[src/rtl/multicycle_ctrl_pkg.sv]
// Shared constants for the multi-cycle RV32I controller: state encodings,
// datapath mux/ALU codes, RV32I opcodes and the DECODE dispatch function.
package multicycle_ctrl_pkg;

    typedef enum logic [3:0] {
        ST_FETCH   = 4'd0,
        ST_DECODE  = 4'd1,
        ST_MEM_ADR = 4'd2,
        ST_MEM_RD  = 4'd3,
        ST_MEM_WB  = 4'd4,
        ST_MEM_WR  = 4'd5,
        ST_EXEC_R  = 4'd6,
        ST_EXEC_I  = 4'd7,
        ST_ALU_WB  = 4'd8,
        ST_BRANCH  = 4'd9,
        ST_JAL     = 4'd10,
        ST_JALR    = 4'd11,
        ST_LINK    = 4'd12,
        ST_TRAP    = 4'd13
    } state_t;

    localparam logic [1:0] ALUSRC_A_PC    = 2'b00;
    localparam logic [1:0] ALUSRC_A_OLDPC = 2'b01;
    localparam logic [1:0] ALUSRC_A_RS1   = 2'b10;

    localparam logic [1:0] ALUSRC_B_RS2   = 2'b00;
    localparam logic [1:0] ALUSRC_B_IMM   = 2'b01;
    localparam logic [1:0] ALUSRC_B_FOUR  = 2'b10;

    localparam logic [1:0] RESULT_ALUOUT  = 2'b00;
    localparam logic [1:0] RESULT_MEM     = 2'b01;
    localparam logic [1:0] RESULT_ALU     = 2'b10;

    localparam logic [1:0] ALUOP_RTYPE    = 2'b00;
    localparam logic [1:0] ALUOP_ADD      = 2'b01;
    localparam logic [1:0] ALUOP_ITYPE    = 2'b10;
    localparam logic [1:0] ALUOP_BRANCH   = 2'b11;

    localparam logic [6:0] OPCODE_LOAD    = 7'b0000011;
    localparam logic [6:0] OPCODE_STORE   = 7'b0100011;
    localparam logic [6:0] OPCODE_RTYPE   = 7'b0110011;
    localparam logic [6:0] OPCODE_ITYPE   = 7'b0010011;
    localparam logic [6:0] OPCODE_LUI     = 7'b0110111;
    localparam logic [6:0] OPCODE_AUIPC   = 7'b0010111;
    localparam logic [6:0] OPCODE_BRANCH  = 7'b1100011;
    localparam logic [6:0] OPCODE_JAL     = 7'b1101111;
    localparam logic [6:0] OPCODE_JALR    = 7'b1100111;

    // Successor of DECODE; unknown opcodes land in TRAP.
    function automatic state_t decode_target(input logic [6:0] opcode);
        state_t nxt;
        case (opcode)
            OPCODE_LOAD, OPCODE_STORE: nxt = ST_MEM_ADR;
            OPCODE_RTYPE:              nxt = ST_EXEC_R;
            OPCODE_ITYPE, OPCODE_LUI:  nxt = ST_EXEC_I;
            OPCODE_AUIPC:              nxt = ST_ALU_WB;
            OPCODE_BRANCH:             nxt = ST_BRANCH;
            OPCODE_JAL:                nxt = ST_JAL;
            OPCODE_JALR:               nxt = ST_JALR;
            default:                   nxt = ST_TRAP;
        endcase
        return nxt;
    endfunction

endpackage

[src/rtl/multicycle_ctrl_if.sv]
// Control/handshake bundle between the multi-cycle controller (master)
// and the shared-memory datapath (slave).
interface multicycle_ctrl_if #(
    parameter int unsigned CNT_W = 32
);
    logic [6:0]       opcode;
    logic             mem_ready;
    logic             branch_taken;
    logic             pc_write;
    logic             ir_write;
    logic             adr_src;
    logic             mem_req;
    logic             mem_we;
    logic             reg_we;
    logic [1:0]       alu_src_a;
    logic [1:0]       alu_src_b;
    logic [1:0]       alu_op;
    logic [1:0]       result_src;
    logic             illegal_instr;
    logic             bus_err;
    logic [3:0]       state_o;
    logic [CNT_W-1:0] cycle_cnt;
    logic [CNT_W-1:0] instret_cnt;

    modport master (
        input  opcode, mem_ready, branch_taken,
        output pc_write, ir_write, adr_src, mem_req, mem_we, reg_we,
               alu_src_a, alu_src_b, alu_op, result_src,
               illegal_instr, bus_err, state_o, cycle_cnt, instret_cnt
    );

    modport slave (
        output opcode, mem_ready, branch_taken,
        input  pc_write, ir_write, adr_src, mem_req, mem_we, reg_we,
               alu_src_a, alu_src_b, alu_op, result_src,
               illegal_instr, bus_err, state_o, cycle_cnt, instret_cnt
    );
endinterface

[src/rtl/multicycle_ctrl_mem_wait_timer.sv]
// Counts stalled memory-request cycles and flags expiry on the last
// allowed wait cycle. MEM_TIMEOUT = 0 disables expiry.
module multicycle_ctrl_mem_wait_timer #(
    parameter int unsigned MEM_TIMEOUT = 16
) (
    input  logic clk,
    input  logic rst_n,
    input  logic req,
    input  logic ready,
    input  logic clr,
    output logic expire
);
    localparam int unsigned W      = (MEM_TIMEOUT > 1) ? $clog2(MEM_TIMEOUT) : 1;
    localparam int unsigned LAST   = (MEM_TIMEOUT > 0) ? (MEM_TIMEOUT - 1) : 0;
    localparam logic [W-1:0] LAST_W = W'(LAST);
    localparam logic        TO_EN  = (MEM_TIMEOUT != 0);

    logic [W-1:0] cnt_r;

    // Wait counter: advances only while a request is stalled.
    always_ff @(posedge clk) begin
        if (!rst_n) begin
            cnt_r <= '0;
        end else if (clr || ready || !req) begin
            cnt_r <= '0;
        end else begin
            cnt_r <= cnt_r + W'(1);
        end
    end

    // A ready in the final wait cycle still completes the transfer.
    assign expire = TO_EN && req && !ready && (cnt_r == LAST_W);

endmodule

[src/rtl/multicycle_ctrl.sv]
// Multi-cycle RV32I control FSM for the shared instruction/data memory datapath.
// Optional performance counters are compiled in when CTRL_PERF_CNT_EN is defined.
module multicycle_ctrl
    import multicycle_ctrl_pkg::*;
#(
    parameter int unsigned MEM_TIMEOUT = 16,
    parameter int unsigned CNT_W       = 32
) (
    input  logic           clk,
    input  logic           rst_n,
    multicycle_ctrl_if.master bus
);
    state_t     state_r;
    state_t     state_next_s;
    logic       illegal_r;
    logic       bus_err_r;
    logic       set_ill_s;
    logic       set_berr_s;
    logic       req_state_s;
    logic       expire_s;
    logic       pc_write_s;
    logic       ir_write_s;
    logic       adr_src_s;
    logic       mem_req_s;
    logic       mem_we_s;
    logic       reg_we_s;
    logic [1:0] alu_src_a_s;
    logic [1:0] alu_src_b_s;
    logic [1:0] alu_op_s;
    logic [1:0] result_src_s;

    // Request states come straight from the state register so the timer never loops through the decoder.
    assign req_state_s = (state_r == ST_FETCH) || (state_r == ST_MEM_RD) || (state_r == ST_MEM_WR);

    multicycle_ctrl_mem_wait_timer #(
        .MEM_TIMEOUT(MEM_TIMEOUT)
    ) u_timer (
        .clk    (clk),
        .rst_n  (rst_n),
        .req    (req_state_s),
        .ready  (bus.mem_ready),
        .clr    (state_next_s != state_r),
        .expire (expire_s)
    );

    // State register and sticky trap flags.
    always_ff @(posedge clk) begin
        if (!rst_n) begin
            state_r   <= ST_FETCH;
            illegal_r <= 1'b0;
            bus_err_r <= 1'b0;
        end else begin
            state_r   <= state_next_s;
            illegal_r <= illegal_r | set_ill_s;
            bus_err_r <= bus_err_r | set_berr_s;
        end
    end

    // Next-state and per-state datapath controls.
    always_comb begin
        state_next_s = state_r;
        set_ill_s    = 1'b0;
        set_berr_s   = 1'b0;
        pc_write_s   = 1'b0;
        ir_write_s   = 1'b0;
        adr_src_s    = 1'b0;
        mem_req_s    = 1'b0;
        mem_we_s     = 1'b0;
        reg_we_s     = 1'b0;
        alu_src_a_s  = ALUSRC_A_PC;
        alu_src_b_s  = ALUSRC_B_RS2;
        alu_op_s     = ALUOP_ADD;
        result_src_s = RESULT_ALUOUT;
        case (state_r)
            ST_FETCH: begin
                mem_req_s    = 1'b1;
                alu_src_a_s  = ALUSRC_A_PC;
                alu_src_b_s  = ALUSRC_B_FOUR;
                result_src_s = RESULT_ALU;
                if (bus.mem_ready) begin
                    ir_write_s   = 1'b1;
                    pc_write_s   = 1'b1;
                    state_next_s = ST_DECODE;
                end else if (expire_s) begin
                    state_next_s = ST_TRAP;
                    set_berr_s   = 1'b1;
                end else begin
                    state_next_s = ST_FETCH;
                end
            end
            ST_DECODE: begin
                alu_src_a_s  = ALUSRC_A_OLDPC;
                alu_src_b_s  = ALUSRC_B_IMM;
                state_next_s = decode_target(bus.opcode);
                set_ill_s    = (decode_target(bus.opcode) == ST_TRAP);
            end
            ST_MEM_ADR: begin
                alu_src_a_s  = ALUSRC_A_RS1;
                alu_src_b_s  = ALUSRC_B_IMM;
                if (bus.opcode == OPCODE_LOAD) begin
                    state_next_s = ST_MEM_RD;
                end else begin
                    state_next_s = ST_MEM_WR;
                end
            end
            ST_MEM_RD: begin
                mem_req_s = 1'b1;
                adr_src_s = 1'b1;
                if (bus.mem_ready) begin
                    state_next_s = ST_MEM_WB;
                end else if (expire_s) begin
                    state_next_s = ST_TRAP;
                    set_berr_s   = 1'b1;
                end else begin
                    state_next_s = ST_MEM_RD;
                end
            end
            ST_MEM_WB: begin
                reg_we_s     = 1'b1;
                result_src_s = RESULT_MEM;
                state_next_s = ST_FETCH;
            end
            ST_MEM_WR: begin
                mem_req_s = 1'b1;
                mem_we_s  = 1'b1;
                adr_src_s = 1'b1;
                if (bus.mem_ready) begin
                    state_next_s = ST_FETCH;
                end else if (expire_s) begin
                    state_next_s = ST_TRAP;
                    set_berr_s   = 1'b1;
                end else begin
                    state_next_s = ST_MEM_WR;
                end
            end
            ST_EXEC_R: begin
                alu_src_a_s  = ALUSRC_A_RS1;
                alu_src_b_s  = ALUSRC_B_RS2;
                alu_op_s     = ALUOP_RTYPE;
                state_next_s = ST_ALU_WB;
            end
            ST_EXEC_I: begin
                alu_src_a_s  = ALUSRC_A_RS1;
                alu_src_b_s  = ALUSRC_B_IMM;
                alu_op_s     = ALUOP_ITYPE;
                state_next_s = ST_ALU_WB;
            end
            ST_ALU_WB: begin
                reg_we_s     = 1'b1;
                result_src_s = RESULT_ALUOUT;
                state_next_s = ST_FETCH;
            end
            ST_BRANCH: begin
                alu_src_a_s  = ALUSRC_A_RS1;
                alu_src_b_s  = ALUSRC_B_RS2;
                alu_op_s     = ALUOP_BRANCH;
                result_src_s = RESULT_ALUOUT;
                pc_write_s   = bus.branch_taken;
                state_next_s = ST_FETCH;
            end
            ST_JAL: begin
                // PC takes the DECODE target while the ALU forms the link value.
                pc_write_s   = 1'b1;
                result_src_s = RESULT_ALUOUT;
                alu_src_a_s  = ALUSRC_A_OLDPC;
                alu_src_b_s  = ALUSRC_B_FOUR;
                state_next_s = ST_ALU_WB;
            end
            ST_JALR: begin
                alu_src_a_s  = ALUSRC_A_RS1;
                alu_src_b_s  = ALUSRC_B_IMM;
                result_src_s = RESULT_ALU;
                pc_write_s   = 1'b1;
                state_next_s = ST_LINK;
            end
            ST_LINK: begin
                alu_src_a_s  = ALUSRC_A_OLDPC;
                alu_src_b_s  = ALUSRC_B_FOUR;
                state_next_s = ST_ALU_WB;
            end
            ST_TRAP: begin
                state_next_s = ST_TRAP;
            end
            default: begin
                state_next_s = ST_TRAP;
            end
        endcase
    end

    assign bus.pc_write      = pc_write_s;
    assign bus.ir_write      = ir_write_s;
    assign bus.adr_src       = adr_src_s;
    assign bus.mem_req       = mem_req_s;
    assign bus.mem_we        = mem_we_s;
    assign bus.reg_we        = reg_we_s;
    assign bus.alu_src_a     = alu_src_a_s;
    assign bus.alu_src_b     = alu_src_b_s;
    assign bus.alu_op        = alu_op_s;
    assign bus.result_src    = result_src_s;
    assign bus.illegal_instr = illegal_r;
    assign bus.bus_err       = bus_err_r;
    assign bus.state_o       = state_r;

`ifdef CTRL_PERF_CNT_EN
    logic [CNT_W-1:0] cycle_cnt_r;
    logic [CNT_W-1:0] instret_cnt_r;
    logic             retire_s;

    assign retire_s = (state_next_s == ST_FETCH) &&
                      ((state_r == ST_MEM_WB) || (state_r == ST_MEM_WR) ||
                       (state_r == ST_ALU_WB) || (state_r == ST_BRANCH));

    // Performance counters; frozen once trapped.
    always_ff @(posedge clk) begin
        if (!rst_n) begin
            cycle_cnt_r   <= '0;
            instret_cnt_r <= '0;
        end else if (state_r != ST_TRAP) begin
            cycle_cnt_r <= cycle_cnt_r + CNT_W'(1);
            if (retire_s) begin
                instret_cnt_r <= instret_cnt_r + CNT_W'(1);
            end else begin
                instret_cnt_r <= instret_cnt_r;
            end
        end else begin
            cycle_cnt_r   <= cycle_cnt_r;
            instret_cnt_r <= instret_cnt_r;
        end
    end

    assign bus.cycle_cnt   = cycle_cnt_r;
    assign bus.instret_cnt = instret_cnt_r;
`else
    assign bus.cycle_cnt   = {CNT_W{1'b0}};
    assign bus.instret_cnt = {CNT_W{1'b0}};
`endif

endmodule

[src/flat_wrapper.sv]
// flat-port wrapper written by rule: the top's interface ports become plain ports
module multicycle_ctrl_flat import multicycle_ctrl_pkg::*;
#(
    parameter int unsigned MEM_TIMEOUT = 16,
    parameter int unsigned CNT_W       = 32
)
  (clk, rst_n, bus_opcode, bus_mem_ready, bus_branch_taken, bus_pc_write, bus_ir_write, bus_adr_src, bus_mem_req, bus_mem_we, bus_reg_we, bus_alu_src_a, bus_alu_src_b, bus_alu_op, bus_result_src, bus_illegal_instr, bus_bus_err, bus_state_o, bus_cycle_cnt, bus_instret_cnt);
  multicycle_ctrl_if #(.CNT_W(CNT_W)) bus_i ();
  input  logic clk;
  input  logic rst_n;
  input wire logic [$bits(bus_i.opcode)-1:0] bus_opcode;
  input wire logic [$bits(bus_i.mem_ready)-1:0] bus_mem_ready;
  input wire logic [$bits(bus_i.branch_taken)-1:0] bus_branch_taken;
  output wire logic [$bits(bus_i.pc_write)-1:0] bus_pc_write;
  output wire logic [$bits(bus_i.ir_write)-1:0] bus_ir_write;
  output wire logic [$bits(bus_i.adr_src)-1:0] bus_adr_src;
  output wire logic [$bits(bus_i.mem_req)-1:0] bus_mem_req;
  output wire logic [$bits(bus_i.mem_we)-1:0] bus_mem_we;
  output wire logic [$bits(bus_i.reg_we)-1:0] bus_reg_we;
  output wire logic [$bits(bus_i.alu_src_a)-1:0] bus_alu_src_a;
  output wire logic [$bits(bus_i.alu_src_b)-1:0] bus_alu_src_b;
  output wire logic [$bits(bus_i.alu_op)-1:0] bus_alu_op;
  output wire logic [$bits(bus_i.result_src)-1:0] bus_result_src;
  output wire logic [$bits(bus_i.illegal_instr)-1:0] bus_illegal_instr;
  output wire logic [$bits(bus_i.bus_err)-1:0] bus_bus_err;
  output wire logic [$bits(bus_i.state_o)-1:0] bus_state_o;
  output wire logic [$bits(bus_i.cycle_cnt)-1:0] bus_cycle_cnt;
  output wire logic [$bits(bus_i.instret_cnt)-1:0] bus_instret_cnt;
  assign bus_i.opcode = bus_opcode;
  assign bus_i.mem_ready = bus_mem_ready;
  assign bus_i.branch_taken = bus_branch_taken;
  assign bus_pc_write = bus_i.pc_write;
  assign bus_ir_write = bus_i.ir_write;
  assign bus_adr_src = bus_i.adr_src;
  assign bus_mem_req = bus_i.mem_req;
  assign bus_mem_we = bus_i.mem_we;
  assign bus_reg_we = bus_i.reg_we;
  assign bus_alu_src_a = bus_i.alu_src_a;
  assign bus_alu_src_b = bus_i.alu_src_b;
  assign bus_alu_op = bus_i.alu_op;
  assign bus_result_src = bus_i.result_src;
  assign bus_illegal_instr = bus_i.illegal_instr;
  assign bus_bus_err = bus_i.bus_err;
  assign bus_state_o = bus_i.state_o;
  assign bus_cycle_cnt = bus_i.cycle_cnt;
  assign bus_instret_cnt = bus_i.instret_cnt;
  multicycle_ctrl #(.MEM_TIMEOUT(MEM_TIMEOUT), .CNT_W(CNT_W)) u_core (.clk(clk), .rst_n(rst_n), .bus(bus_i));
endmodule
[config.mk]
export PLATFORM = sky130hd
export DESIGN_NAME = multicycle_ctrl_flat
export DESIGN_NICKNAME = d
export VERILOG_FILES = /design/src/rtl/multicycle_ctrl_pkg.sv /design/src/rtl/multicycle_ctrl_if.sv /design/src/rtl/multicycle_ctrl_mem_wait_timer.sv /design/src/rtl/multicycle_ctrl.sv /design/src/flat_wrapper.sv
export SDC_FILE = /design/constraint.sdc
export NUM_CORES = 1
export LEC_CHECK = 0
export ABC_AREA = 0
export BUFFER_PORTS_ARGS = -buffer_cell sky130_fd_sc_hd__buf_2
export CAP_MARGIN = 5
export CELL_PAD_IN_SITES_DETAIL_PLACEMENT = 0
export CELL_PAD_IN_SITES_GLOBAL_PLACEMENT = 1
export CORE_AREA = 2 2 72 74
export CTS_BUF_LIST = sky130_fd_sc_hd__clkbuf_4 sky130_fd_sc_hd__clkbuf_8
export DETAILED_ROUTE_END_ITERATION = 8
export DIE_AREA = 0 0 74 76
export GPL_ROUTABILITY_DRIVEN = 0
export PLACE_DENSITY_LB_ADDON = 0.1
export SLEW_MARGIN = 10
export SYNTH_ARGS = -nofsm -noshare
export SYNTH_HDL_FRONTEND = slang
export SYNTH_HIERARCHICAL = 1
export SYNTH_SLANG_ARGS = --single-unit
[constraint.sdc]
create_clock -name clk -period 4.6 [get_ports clk]
set_input_delay 0.69 -clock clk [delete_from_list [all_inputs] [get_ports clk]]
set_output_delay 0.69 -clock clk [all_outputs]
set_load 0.05 [all_outputs]
# ---- Word level (Yosys, flattened, before mapping)
# Index checks and enable logic that the tools add are counted.
dict set report totals {
  elab_cells 80
  romBits 0
  mem_count 0
  output_inout_bits 84
  mem_bits_rw 0
  regBits 10
  input_bits 11
  latch_bits 0
}
dict set report classes {
  div_mod_pow 0
  n_bitwise 3
  multipliers 0
  eq_ne 24
  reduce_logical 23
  order_cmp 0
  mux 25
  n_shift 0
  addsub 1
}
# operator count
set op_table {}
lappend op_table {{$pmux 4 s8} 1}
lappend op_table {{$eq 4x4->1 const B} 7}
lappend op_table {{$mux 4} 7}
lappend op_table {{$pmux 4 s7} 1}
lappend op_table {{$eq 7x6->1 const B} 3}
lappend op_table {{$eq 7x7->1 const B} 3}
lappend op_table {{$eq 4x3->1 const B} 4}
lappend op_table {{$eq 7x5->1 const B} 2}
lappend op_table {{$reduce_or 2->1} 7}
lappend op_table {{$pmux 2 s2} 3}
lappend op_table {{$reduce_or 3->1} 4}
lappend op_table {{$mux 1} 10}
lappend op_table {{$eq 4x2->1 const B} 2}
lappend op_table {{$reduce_or 4->1} 2}
lappend op_table {{$eq 7x2->1 const B} 1}
lappend op_table {{$pmux 2 s3} 1}
lappend op_table {{$reduce_or 5->1} 1}
lappend op_table {{$add 4x1->4 const B} 1}
lappend op_table {{$eq 4x1->1 const B} 1}
lappend op_table {{$logic_not 4->1} 1}
lappend op_table {{$logic_or 1x1->1} 4}
lappend op_table {{$ne 4x4->1} 1}
lappend op_table {{$mux 3} 1}
lappend op_table {{$pmux 1 s3} 1}
lappend op_table {{4 further kinds} 7}

# ---- Longest topological paths before layout
dict set report depth {
  word_depth 12
  depth_mapped 12
  depth_no_buf 11
}

# ---- Cells and area by module
# Netlist, hierarchy kept.
# mod cells_each area_each_um2 seq_area_each_um2 n_inst
set modules_own_cells {}
lappend modules_own_cells {multicycle_ctrl 187 1308.8 120.1 1}
lappend modules_own_cells {multicycle_ctrl_mem_wait_timer 16 173.9 80.1 1}

# ---- Worst setup path after synthesis
# Ideal clock, no wire load.
dict set report synth_path {
  path_kind {register to output}
  start {register u_core.state_r[1] (netlist: u_core/bus.state_o[1])}
  end {output port bus_alu_op[1]}
  stages_incl_launch_ff 5
  n_path_buf 2
  arrival_ns 2.679
  setup_slack_ns 1.231
  required_time_ns 3.910
  path_cell_list {dfxtp_1 buf_2 buf_1 nand3b_1 a21oi_1}
}
dict set report synth_between {
  elab_chain_len 2
  elab_cells_between_ends 4
  classes_between {eq/ne: 3; mux: 1}
}
# item line_no
set synth_lines {}
lappend synth_lines {{from (decl)} multicycle_ctrl.sv:13} ;# state_t state_r;
lappend synth_lines {{from (signal assigned)} multicycle_ctrl.sv:53} ;# state_r <= state_next_s;
lappend synth_lines {{$eq 4x4->1 / $eq 4x3->1 (equally long branches)} multicycle_ctrl.sv:74} ;# case (state_r)
lappend synth_lines {{$pmux 2 s3 *} multicycle_ctrl.sv:74}
lappend synth_lines {{to (decl)} flat_wrapper.sv:22} ;# output wire logic [$bits(bus_i.alu_op)-1:0] bus_alu_op;
# Every way passes the cells marked *; elsewhere a longest branch is shown, timed or not.

# ---- Worst setup path in the final report
dict set report layout_path {
  start {register u_core.state_r[2] (netlist: u_core/bus.state_o[2])}
  end {register u_core.u_timer.cnt_r[2]}
}
dict set report layout_between {
  elab_chain_len 12
  elab_cells_between_ends 31
  classes_between {eq/ne: 13; mux: 7; reduce/logical: 11}
}
# item line_no
set layout_lines {}
lappend layout_lines {{$eq 4x2->1 / $logic_not 4->1 (equally long branches)} multicycle_ctrl.sv:33} ;# assign req_state_s = (state_r == ST_FETCH) || (state_r == ST_MEM_RD) || (state_r == ST_MEM_WR);
lappend layout_lines {{$logic_or 1x1->1} multicycle_ctrl.sv:33}
lappend layout_lines {{$logic_or 1x1->1 *} multicycle_ctrl.sv:33}
lappend layout_lines {{named net u_core.req_state_s} multicycle_ctrl.sv:19} ;# logic req_state_s;
lappend layout_lines {{$logic_and 1x1->1 * (2 in series)} multicycle_ctrl_mem_wait_timer.sv:32} ;# assign expire = TO_EN && req && !ready && (cnt_r == LAST_W);
lappend layout_lines {{named net u_core.expire_s} multicycle_ctrl.sv:20} ;# logic expire_s;
lappend layout_lines {{$mux 4 (on tied branches)} {multicycle_ctrl.sv:84, multicycle_ctrl.sv:111, multicycle_ctrl.sv:129}}
lappend layout_lines {{$mux 4 (on tied branches)} {multicycle_ctrl.sv:80, multicycle_ctrl.sv:109, multicycle_ctrl.sv:127}}
lappend layout_lines {{$pmux 4 s8 *} multicycle_ctrl.sv:74}
lappend layout_lines {{$ne 4x4->1 *} multicycle_ctrl.sv:42} ;# .clr (state_next_s != state_r),
lappend layout_lines {{$logic_or 1x1->1 * (2 in series)} multicycle_ctrl_mem_wait_timer.sv:24} ;# end else if (clr || ready || !req) begin
lappend layout_lines {{$reduce_or 2->1 (no line) *} n/a}
lappend layout_lines {{to (signal assigned)} multicycle_ctrl_mem_wait_timer.sv:27} ;# cnt_r <= cnt_r + W'(1);
lappend layout_lines {{to (decl)} multicycle_ctrl_mem_wait_timer.sv:18} ;# logic [W-1:0] cnt_r;
# Mark *: on every way through the listed nets, which the timed path passes. The rest lies on a longest branch.
# A chain may end at the register's enable or synchronous reset.

==> results.toml <==
[drt]
avgRoutedWirePerCell_microns = 11.0
via_count = 1222
wirelength_mm = 3.27
drt-initial-drc-count = 44
first_pass_iters = 4
drc = 0
postRouteAntennaNets = 0
avgViaCountPerCell = 4.11

[global_routing]
grt_max_degree = 25
antenna_found_initial = 0
grt_pass1_vias = 1010
grt.total_usage_pct = 10.9
grt_pass1_wl_mm = 4.86
grt-ovfl-total = 0

[sta]
slew_violations = 0
hold_viol = 0
hold_slack_ns = 0.446
relSlewSlack_pct = 49.4
min_period_ns = 3.34
finClkSkew_ns = 0.00152
fmax_mhz = 299
setup_tns_ns = 0
setup_viol = 0
finalCritPeriodShare_pct = 72.6
worstMarginPinSlew_ns = 0.758
grt_setup_unrepaired = "false"

[critical_path]
critPathRequiredTime_ns = 4.78
cp_cell_sequence = "xor2_1 -> a21oi_1 -> nor2_1 -> nor3b_1 -> nor2b_1 -> a21oi_1 -> o211ai_1 -> xnor2_1 -> o2111ai_1 -> nand4bb_4 -> nor2_1"
slowest_stage = "dfxtp_1"
crit_path_end_kind = "flip-flop"
crit_path_start_kind = "flip-flop"
path_class = "reg -> reg"
cp.arrival_ns = 3.52
cpPeakStageDelay_ns = 0.81
crit_fanout = 24

[final_layout]
diodes = 0
final_nets = 240
drive_above_1_share_pct = 18.5
area_delta_synth_final_pct = 0.929
fill_cells = 573

[cts]
cts_root_buf = "clkbuf_8"
tritoncts = "yes"
clock-sinks = 10
clkTransAtPathRegs_ns = 0.05
cts_setup_buffers = 0
cts-resized-gates = 0
insertion_delay_ns = 0.24
numCtsBuffers = 3
htree_levels = 1
clock_path_buffers = 2
ctsHoldBuffers = 0

[yosys]
synth_cell_types = 50
synth-async-reset-ratio_pct = 0
ys_ff_latch = 10
postSynthAreaPerCell_sq_um = 7.30
yosysSeqAreaShare_pct = 13.5
synth_edf_count = 0
syn_inst = 203
syn_area_sq_um = 1480
synth_flop_cell = "dfxtp_1"
yosys_warnings = 6

[die]
die_h_microns = 76
coreArea_sq_um = 4910
start_util_pct = 30.2
dieArea_sq_um = 5620
die_x_microns = 74
core.rowCount = 26
pin_count = 95

[outcome]
status = "completed"

[flow_run]
maxCapViolCount = 0

[power]
irDropWorstVdd_uv = 119
p_leak_nw = 0.702
power.density_nw_per_um2 = 344

[hold_path]
hp-class = "reg -> reg"

[place]
io_buffers = 30
place_hpwl_mm = 2.48
## routing by layer
| layer | vias to the layer above | part of all wire (%) | track usage [%] |
|---|---|---|---|
| met2 | 55 | 46 | 17.3 |
| met4 | 0 | 0.46 | 2.18 |
| li1 | 619 | - | - |
| met1 | 546 | 45 | 14.6 |
| met5 | - | 0 | 0 |
| met3 | 2 | 7.8 | 3.17 |
## cell usage after synthesis, drive strengths merged (2+ instances only)
cell type / number / area share, %
nor4: 3 / 1.3
nand2: 9 / 2.3
o2111ai: 2 / 1.6
xor2: 3 / 1.8
nand4bb: 2 / 2.6
a21oi: 11 / 4.0
clkbuf: 5 / 1.3
o21ai: 9 / 3.0
buf: 69 / 34
xnor2: 2 / 1.2
inv: 4 / 1.0
o211ai: 3 / 1.9
and3: 3 / 1.3
or3: 3 / 1.3
nor2b: 5 / 2.1
dfxtp: 10 / 14
nand3: 4 / 1.4
a21o: 2 / 1.0
nand2b: 4 / 1.7
nor2: 16 / 4.1
nor3: 6 / 2.0
nand3b: 3 / 1.5
a21boi: 4 / 2.0
nor3b: 2 / 1.0
o21a: 2 / 1.0
## worst max-delay path: cells and delay by family (launching register included)
family	cells	cell delay [ns]
flops	1	0.81
simple gates	5	1.36
xor+xnor	2	0.46
compound gates	4	0.65
## worst paths after layout
| kind | startpoint | to | slack [ns] | cells past startpoint |
|---|---|---|---|---|
| max | u_core/bus.state_o[2]$_SDFF_PN0_ | u_core/u_timer/cnt_r[2]$_SDFF_PP0_ | 1.26 | 11 |
| min reg2reg | u_core/u_timer/cnt_r[0]$_SDFF_PP0_ | u_core/u_timer/cnt_r[0]$_SDFF_PP0_ | 0.45 | 1 |
| max reg2reg | u_core/bus.state_o[2]$_SDFF_PN0_ | u_core/u_timer/cnt_r[2]$_SDFF_PP0_ | 1.26 | 11 |
| min | u_core/u_timer/cnt_r[0]$_SDFF_PP0_ | u_core/u_timer/cnt_r[0]$_SDFF_PP0_ | 0.45 | 1 |
## layout by cell type (no fill, tap or decap), types with 2 or more instances in the layout
cell type / count
conb_1: 64
o21ai_0: 5
o21ai_1: 4
nand2_1: 9
o21a_1: 2
and3_1: 3
dfxtp_1: 10
nor2_1: 16
a21o_1: 2
nor2b_1: 5
nand2b_1: 4
xor2_1: 3
clkbuf_8: 4
nor3b_1: 2
xnor2_1: 2
nor4_1: 3
buf_2: 30
o211ai_1: 2
nand3b_1: 3
nand3_1: 4
a21boi_1: 3
inv_1: 4
or3_1: 3
nor3_1: 6
a21oi_1: 10
## kinds of logic after synthesis
group,count (synthesis),share of synthesized area (%)
DFF,10,13.5
xor gates and xnor gates,5,2.95
AOI/OAI and AO/OA,41,19.0
buffers and inverters,78,36.3
adders and majority gates,2,1.52
and+or+nand+nor,66,26.5
other,1,0.253
## per-stage QoR
stage	worst slack (ns)	total power [mW]	std cells	area (sq um)	utilization [%]
floorplan	1.23	0.405	266	1720	-
global placement	1.40	0.408	293	1440	29.3
detailed placement	1.26	0.406	293	1440	29.3
CTS	1.23	0.518	297	1500	30.5
global route	0.858	0.540	297	1500	30.5
finish	1.26	0.515	297	1500	30.5
## area by class of cell
| type | count | area [sq um] | area share (%) |
|---|---|---|---|
| Clock buffer | 4 | 55.1 | 3.68 |
| Inverter | 4 | 15.0 | 1.00 |
| Multi-Input combinational cell | 178 | 981 | 65.6 |
| Sequential cell | 10 | 200 | 13.4 |
| Tap cell | 70 | 87.6 | 5.85 |
| Timing Repair Buffer | 31 | 158 | 10.5 |
## flip-flops by register name, summed over array words and instances, names as in the netlist
name                      flops
u_core/bus.bus_err            1
u_core/bus.illegal_instr      1
u_core/u_timer/cnt_r          4
u_core/bus.state_o            4
## power by group
group          internal [mW]  switching [mW]
clock network         0.0753          0.0358
registers             0.0917          0.0184
logic                 0.0537           0.240
total                  0.221           0.294
Note: power is estimated with default switching activity, not from simulation.
